<file path="src/rtl/muldiv_unit.sv">
// Iterative 32x32 multiply/divide unit writing the HI/LO registers.
// Optional zero-operand fast path is enabled by defining MULDIV_EARLY_OUT_EN.
module muldiv_unit #(
  parameter int WIDTH = 32,
  parameter int CNT_W = 6
) (
  input  logic             clk,
  input  logic             rst_n,
  input  logic             start,
  input  logic [1:0]       op,
  input  logic [WIDTH-1:0] A,
  input  logic [WIDTH-1:0] B,
  input  logic             flush,
  input  logic             hi_we,
  input  logic             lo_we,
  input  logic [WIDTH-1:0] wdata,
  output logic             busy,
  output logic             done,
  output logic             div_by_zero,
  output logic [WIDTH-1:0] hi,
  output logic [WIDTH-1:0] lo
);

  typedef enum logic [1:0] {IDLE, RUN, FIX} state_t;

  state_t             state_q;
  logic [CNT_W-1:0]   cnt_q;
  logic [2*WIDTH-1:0] acc_q;
  logic [WIDTH-1:0]   b_q;
  logic [WIDTH-1:0]   hi_q;
  logic [WIDTH-1:0]   lo_q;
  logic               is_div_q;
  logic               neg_q_q;
  logic               neg_r_q;
  logic               dz_q;
  logic               busy_q;
  logic               done_q;
  logic               dz_out_q;

  // Signed ops (op[0]==0) run on magnitudes; signs are reapplied in FIX.
  logic             is_signed;
  logic             a_neg;
  logic             b_neg;
  logic             early_out;
  logic [WIDTH-1:0] abs_a;
  logic [WIDTH-1:0] abs_b;

  assign is_signed = ~op[0];
  assign a_neg     = is_signed & A[WIDTH-1];
  assign b_neg     = is_signed & B[WIDTH-1];
  assign abs_a     = a_neg ? -A : A;
  assign abs_b     = b_neg ? -B : B;

`ifdef MULDIV_EARLY_OUT_EN
  assign early_out = op[1] ? ((A == '0) && (B != '0)) : ((A == '0) || (B == '0));
`else
  assign early_out = 1'b0;
`endif

  logic [WIDTH:0]     mul_sum;
  logic [WIDTH:0]     div_trial;
  logic [WIDTH-1:0]   div_diff;
  logic               div_ge;
  logic [2*WIDTH-1:0] acc_step;
  logic [2*WIDTH-1:0] prod;
  logic [WIDTH-1:0]   quo;
  logic [WIDTH-1:0]   rem;

  // NOTE: every branch of an always_comb must assign every output it drives, or a latch is inferred.
  always_comb begin
    mul_sum   = {1'b0, acc_q[2*WIDTH-1:WIDTH]} + {1'b0, b_q & {WIDTH{acc_q[0]}}};
    div_trial = acc_q[2*WIDTH-1:WIDTH-1];
    div_ge    = div_trial >= {1'b0, b_q};
    div_diff  = div_trial[WIDTH-1:0] - b_q;
    if (is_div_q) begin
      acc_step = {(div_ge ? div_diff : div_trial[WIDTH-1:0]), acc_q[WIDTH-2:0], div_ge};
    end else begin
      acc_step = {mul_sum, acc_q[WIDTH-1:1]};
    end
    prod = neg_q_q ? -acc_q : acc_q;
    quo  = neg_q_q ? -acc_q[WIDTH-1:0] : acc_q[WIDTH-1:0];
    rem  = neg_r_q ? -acc_q[2*WIDTH-1:WIDTH] : acc_q[2*WIDTH-1:WIDTH];
  end

  // NOTE: state registers use non-blocking assignments so all of them update together at the edge.
  always_ff @(posedge clk or negedge rst_n) begin
    if (!rst_n) begin
      state_q  <= IDLE;
      cnt_q    <= '0;
      acc_q    <= '0;
      b_q      <= '0;
      hi_q     <= '0;
      lo_q     <= '0;
      is_div_q <= 1'b0;
      neg_q_q  <= 1'b0;
      neg_r_q  <= 1'b0;
      dz_q     <= 1'b0;
      busy_q   <= 1'b0;
      done_q   <= 1'b0;
      dz_out_q <= 1'b0;
    end else begin
      done_q   <= 1'b0;
      dz_out_q <= 1'b0;
      case (state_q)
        IDLE: begin
          if (start) begin
            if (!flush) begin
              is_div_q <= op[1];
              neg_q_q  <= a_neg ^ b_neg;
              neg_r_q  <= a_neg;
              dz_q     <= op[1] && (B == '0);
              b_q      <= op[1] ? abs_b : abs_a;
              acc_q    <= early_out ? '0 : {{WIDTH{1'b0}}, (op[1] ? abs_a : abs_b)};
              cnt_q    <= CNT_W'(WIDTH);
              busy_q   <= 1'b1;
              state_q  <= early_out ? FIX : RUN;
            end
          end else begin
            if (hi_we) hi_q <= wdata;
            if (lo_we) lo_q <= wdata;
          end
        end
        RUN: begin
          if (flush) begin
            state_q <= IDLE;
            busy_q  <= 1'b0;
          end else begin
            acc_q <= acc_step;
            cnt_q <= cnt_q - CNT_W'(1);
            if (cnt_q == CNT_W'(1)) state_q <= FIX;
          end
        end
        FIX: begin
          state_q <= IDLE;
          busy_q  <= 1'b0;
          if (!flush) begin
            done_q   <= 1'b1;
            dz_out_q <= dz_q;
            if (is_div_q) begin
              // Divide by zero leaves an all-ones quotient; the remainder already equals A.
              lo_q <= dz_q ? '1 : quo;
              hi_q <= rem;
            end else begin
              hi_q <= prod[2*WIDTH-1:WIDTH];
              lo_q <= prod[WIDTH-1:0];
            end
          end
        end
        default: state_q <= IDLE;
      endcase
    end
  end

  assign busy        = busy_q;
  assign done        = done_q;
  assign div_by_zero = dz_out_q;
  assign hi          = hi_q;
  assign lo          = lo_q;

endmodule

</file>
<file path="config.mk">
export PLATFORM = sky130hd
export DESIGN_NAME = muldiv_unit
export DESIGN_NICKNAME = d
export VERILOG_FILES = /design/src/rtl/muldiv_unit.sv
export SDC_FILE = /design/constraint.sdc
export NUM_CORES = 1
export LEC_CHECK = 0
export BUFFER_PORTS_ARGS = -buffer_cell sky130_fd_sc_hd__buf_2
export CORE_ASPECT_RATIO = 1.2
export CORE_MARGIN = 3
export CORE_UTILIZATION = 55
export CTS_CLUSTER_SIZE = 25
export DETAILED_ROUTE_END_ITERATION = 10
export MAX_ROUTING_LAYER = met4
export PLACE_DENSITY = 0.79
export SLEW_MARGIN = 25
export SYNTH_ARGS = -nofsm -noshare
export SYNTH_HDL_FRONTEND = slang
export SYNTH_SLANG_ARGS = --single-unit
</file>
<file path="constraint.sdc">
create_clock -name clk -period 3.15 [get_ports clk]
set_input_delay 0.4725 -clock clk [delete_from_list [all_inputs] [get_ports clk]]
set_output_delay 0.4725 -clock clk [all_outputs]
set_load 0.05 [all_outputs]
</file>
==> flow_summary.ini <==
[run_status]
run_status = finished with violations
violations = hold timing

[cts]
clk-insertion-delay-late_ns = 0.46
tritoncts.num_buffers = 17
tritoncts = done
htreeDepth = 4
cts.sink_count = 175
cts.clk_slew.worst_paths_ns = 0.10
cts_max_path_bufs = 2
cts-root-buf = sky130_fd_sc_hd__clkbuf_16

[synthesis]
synth.avg_cell_area_um2 = 7.745
synth_top_family_by_area = compound AO/OA/AOI/OAI gates
yosys_most_used_dff = sky130_fd_sc_hd__dfrtp_1
synth_adder_area_share_pct = 6.308
post_synth_mux_area_share_pct = 4.192
synth_cells = 1977
synth.ff_latch_count = 175
synth_async_sr_flop_share_pct = 100.0
synth_cell_types = 75
synthXorXnorAreaFrac_pct = 10.12
share_of_synthesized_area_occupied_by_flip_flops_and_latches_pct = 28.60
synth_compound_gate_area_share_pct = 26.88
synth-warning-count = 0
synth-edff-count = 0
synth.cell_area_um2 = 15310
mappedNetlistNets = 2157
share_of_synthesized_cell_area_in_and_or_nand_and_nor_gates_pct = 19.00

[worst_setup_path]
crit_family = simple AND/OR/NAND/NOR gates
crit_path_top_delay_cell = sky130_fd_sc_hd__or4_4
worst_path_largest_cell_delay_ns = 0.52
critPathLaunchType = register
r2r.worst_path.cells = 10
timing.setup.critical_path_class = reg2reg
required_ns = 3.45
crit_path_cell_trace = buf_6, or3_4, nand4b_1, or4_4, or3_4, or4_4, o22ai_2, a22oi_2, xnor2_1, a21oi_1
timing.critical_path.arrival_ns = 3.42
setup.worst_path.end_class = register
crit_path_start = acc_q[39]
timing.critical_path.depth = 10
worst_setup_path_endpoint = hi[31]
ff2ff_setup_slack_ns = 0.03
buffers_and_inverters_on_the_worst_path = 1
critPathMaxFanout = 5
r2r_end = hi[31]
critical_path.reg2reg.startpoint = acc_q[39]

[timing]
grt_setup_unrepaired = yes
worst_clock_skew_ns = 0.02560
max_slew.worst_pin.slew_ns = 0.9967
setup-violations-final = 0
slew_violations = 0
layout_min_cycle_time_ns = 3.123
finalHoldViolCount = 8
achievable-frequency_ghz = 0.3202
fin_ws_ns = 0.02667
slew-limit-headroom_pct = 33.30
fin_hold_ws_ns = -0.004322
fin_crit_sh_pct = 99.15
tns_ns = 0

[place]
place_worst_setup_slack_ns = -0.2363
numPortBuffers = 170
post-dp-hpwl_um = 42830
placement_stage_cell_area_um2 = 17490
place_congestion = 1.128

[grt]
antenna_found_initial = 1
grtUsageTotal_pct = 36.90
grt_max_degree = 82
globalRouteOverflowTotal = 0
global_route_wire_length_before_repair_um = 84270
number_of_global_route_vias_before_repair = 15408

[job]
number_of_max_capacitance_violations_reported = 0

[floorplan]
num_io_pins = 171
fp.dieArea_um2 = 29890
floorplan.rows = 66
fp.dieW_um = 158.3
fp.coreArea_um2 = 27250
floorplan.initialDensity_pct = 56.19
die_h_um = 188.8

[power]
ir_worst_vdd_v = 0.0008187
total_power_mw = 23.10
cellPowerDensity_nw_per_um2 = 1245
leakagePower_nw = 8.421

[detailed_routing]
overall_routed_net_length_um = 54980
drt-pass1-iter-count = 5
detail_route.wirelength.met1_um = 21470
routedWlPerCell_um = 21.30
drt-initial-drc-count = 1668
vias_per_cell = 6.399
detailroute.wirelength.met3_um = 3972
met2_length_um = 25700
post-route-drc-count = 0
route.vias.total = 16516
highest_routed_metal_layer = met4
detail-route-antenna-nets = 0

[finish]
fin_area_um2 = 18550
fillers = 2276
final_nets = 2407
area_delta_synth_final_pct = 21.11
drive_above_1_share_pct = 22.77

[worst_hold_path]
timing.hold.worst.class = in2async
-- cell type report --
type	count	area [um^2]	share of cell area [%]
well taps	340	425.4	2.294
multi-input cells	1608	10500	56.60
repair buffers	355	2347	12.66
diodes	1	2.502	0.01349
inverters	70	267.8	1.444
flip-flops and latches	175	4382	23.63
clock buffers	17	425.4	2.294
clock inverters	15	198.9	1.073
-- placed cells by master, fill, tap and decap left out, drive strengths merged, types with 7 or more instances in the layout --
cell type and instances:
nand2 216, or3 21, a21oi 205, or4 16, nor2b 16, o21ai 202
dfrtp 175, or2 13, o211ai 17, a31oi 21, o22ai 41, xor2 62
mux2 33, o21a 10, and2 9, o31ai 35, nand2b 13, and3 12
buf 354, nand4 17, ha 74, xnor2 115, inv 79, a211oi 31
a21o 43, nor3 40, o21bai 7, o221ai 9, nand3 31, mux2i 27
nor4 19, clkbuf 18, nor2 181, o41ai 14
-- synth_stat cells, types with 13 or more instances --
cell type	count	area share [%]
sky130_fd_sc_hd__xnor2_1	115	6.6
sky130_fd_sc_hd__mux2_2	33	2.4
sky130_fd_sc_hd__nor2b_1	16	0.65
sky130_fd_sc_hd__a31oi_1	21	0.86
sky130_fd_sc_hd__nor3_1	37	1.2
sky130_fd_sc_hd__a211oi_1	31	1.5
sky130_fd_sc_hd__o31ai_1	32	1.6
sky130_fd_sc_hd__ha_1	74	6.0
sky130_fd_sc_hd__o211ai_1	17	0.83
sky130_fd_sc_hd__nor2_1	181	4.4
sky130_fd_sc_hd__a21oi_1	205	6.7
sky130_fd_sc_hd__inv_1	69	1.7
sky130_fd_sc_hd__nand3_1	31	1.0
sky130_fd_sc_hd__nand2_1	216	5.3
sky130_fd_sc_hd__or3_1	20	0.82
sky130_fd_sc_hd__dfrtp_1	175	29
sky130_fd_sc_hd__nand2b_1	13	0.53
sky130_fd_sc_hd__a21o_1	43	2.1
sky130_fd_sc_hd__nor4_1	17	0.69
sky130_fd_sc_hd__clkbuf_1	107	2.6
sky130_fd_sc_hd__xor2_1	62	3.5
sky130_fd_sc_hd__o21ai_0	194	6.3
sky130_fd_sc_hd__nand4_1	16	0.65
sky130_fd_sc_hd__o22ai_1	40	1.6
sky130_fd_sc_hd__mux2i_1	27	1.8
-- where the power goes --
part	switching, mW	internal (mW)	total (mW)	leakage (nW)
clock	1.16	1.11	2.26	0.304
sequential	0.908	3.29	4.20	2.16
combinational	10.3	6.37	16.6	5.95
total	12.3	10.8	23.1	8.42
-- cell families (layout without fill, tap and decap cells) --
family | count (synthesis) | count (layout)
XOR/XNOR | 177 | 177
multiplexers | 60 | 60
flip-flops | 175 | 175
adder cells (fa/ha/maj) | 76 | 76
AND/OR/NAND/NOR | 618 | 618
other | 0 | 1
buffers and inverters | 194 | 457
AO/OA/AOI/OAI | 677 | 677
-- worst register-to-register path, cell delays in order, from the launching register on --
cell                       delay (ns)
sky130_fd_sc_hd__dfrtp_1         0.40
sky130_fd_sc_hd__buf_6           0.14
sky130_fd_sc_hd__or3_4           0.36
sky130_fd_sc_hd__nand4b_1        0.24
sky130_fd_sc_hd__or4_4           0.52
sky130_fd_sc_hd__or3_4           0.36
sky130_fd_sc_hd__or4_4           0.45
sky130_fd_sc_hd__o22ai_2         0.12
sky130_fd_sc_hd__a22oi_2         0.10
sky130_fd_sc_hd__xnor2_1         0.21
sky130_fd_sc_hd__a21oi_1         0.09
-- registers in the layout, indices dropped and copies added, names as in the netlist, 2 cells and up --
register	count
state_q	2
cnt_q	6
acc_q	64
b_q	32
lo	32
hi	32
-- routing by layer --
metal,vias to the layer above,track usage (%)
li1,7637,-
met1,7811,46.92
met2,870,57.39
met3,198,3.354
met4,0,21.15
met5,-,-
-- worst min-delay path by stage --
| stage | end | cells after the start | startpoint |
|---|---|---|---|
| 4_1_cts | acc_q[13] | 1 | rst_n |
| 3_5_place_dp | lo[9] | 2 | lo[9] |
| 6_report | acc_q[9] | 1 | rst_n |
| 2_1_floorplan | acc_q[0] | 0 | rst_n |
| 3_3_place_gp | lo[24] | 2 | lo[24] |
| 5_1_grt | acc_q[13] | 1 | rst_n |
-- what timing repair did --
item                                   4_1_cts  5_1_grt
endpoints found under the hold margin        0        0
setup buffers                                1       13
pin swaps                                    4       25
setup endpoints to repair                   16       40
hold buffers                                 0        0
resized for setup                           13       61
cloned                                       0        1
-- stage by stage --
step	utilization (%)	std cells
after floorplan	-	1977
after global placement	64.17	2534
after detailed placement	64.17	2534
after CTS	66.69	2567
after global routing	68.05	2581
final	68.05	2581
(Power assumes the default switching activity.)
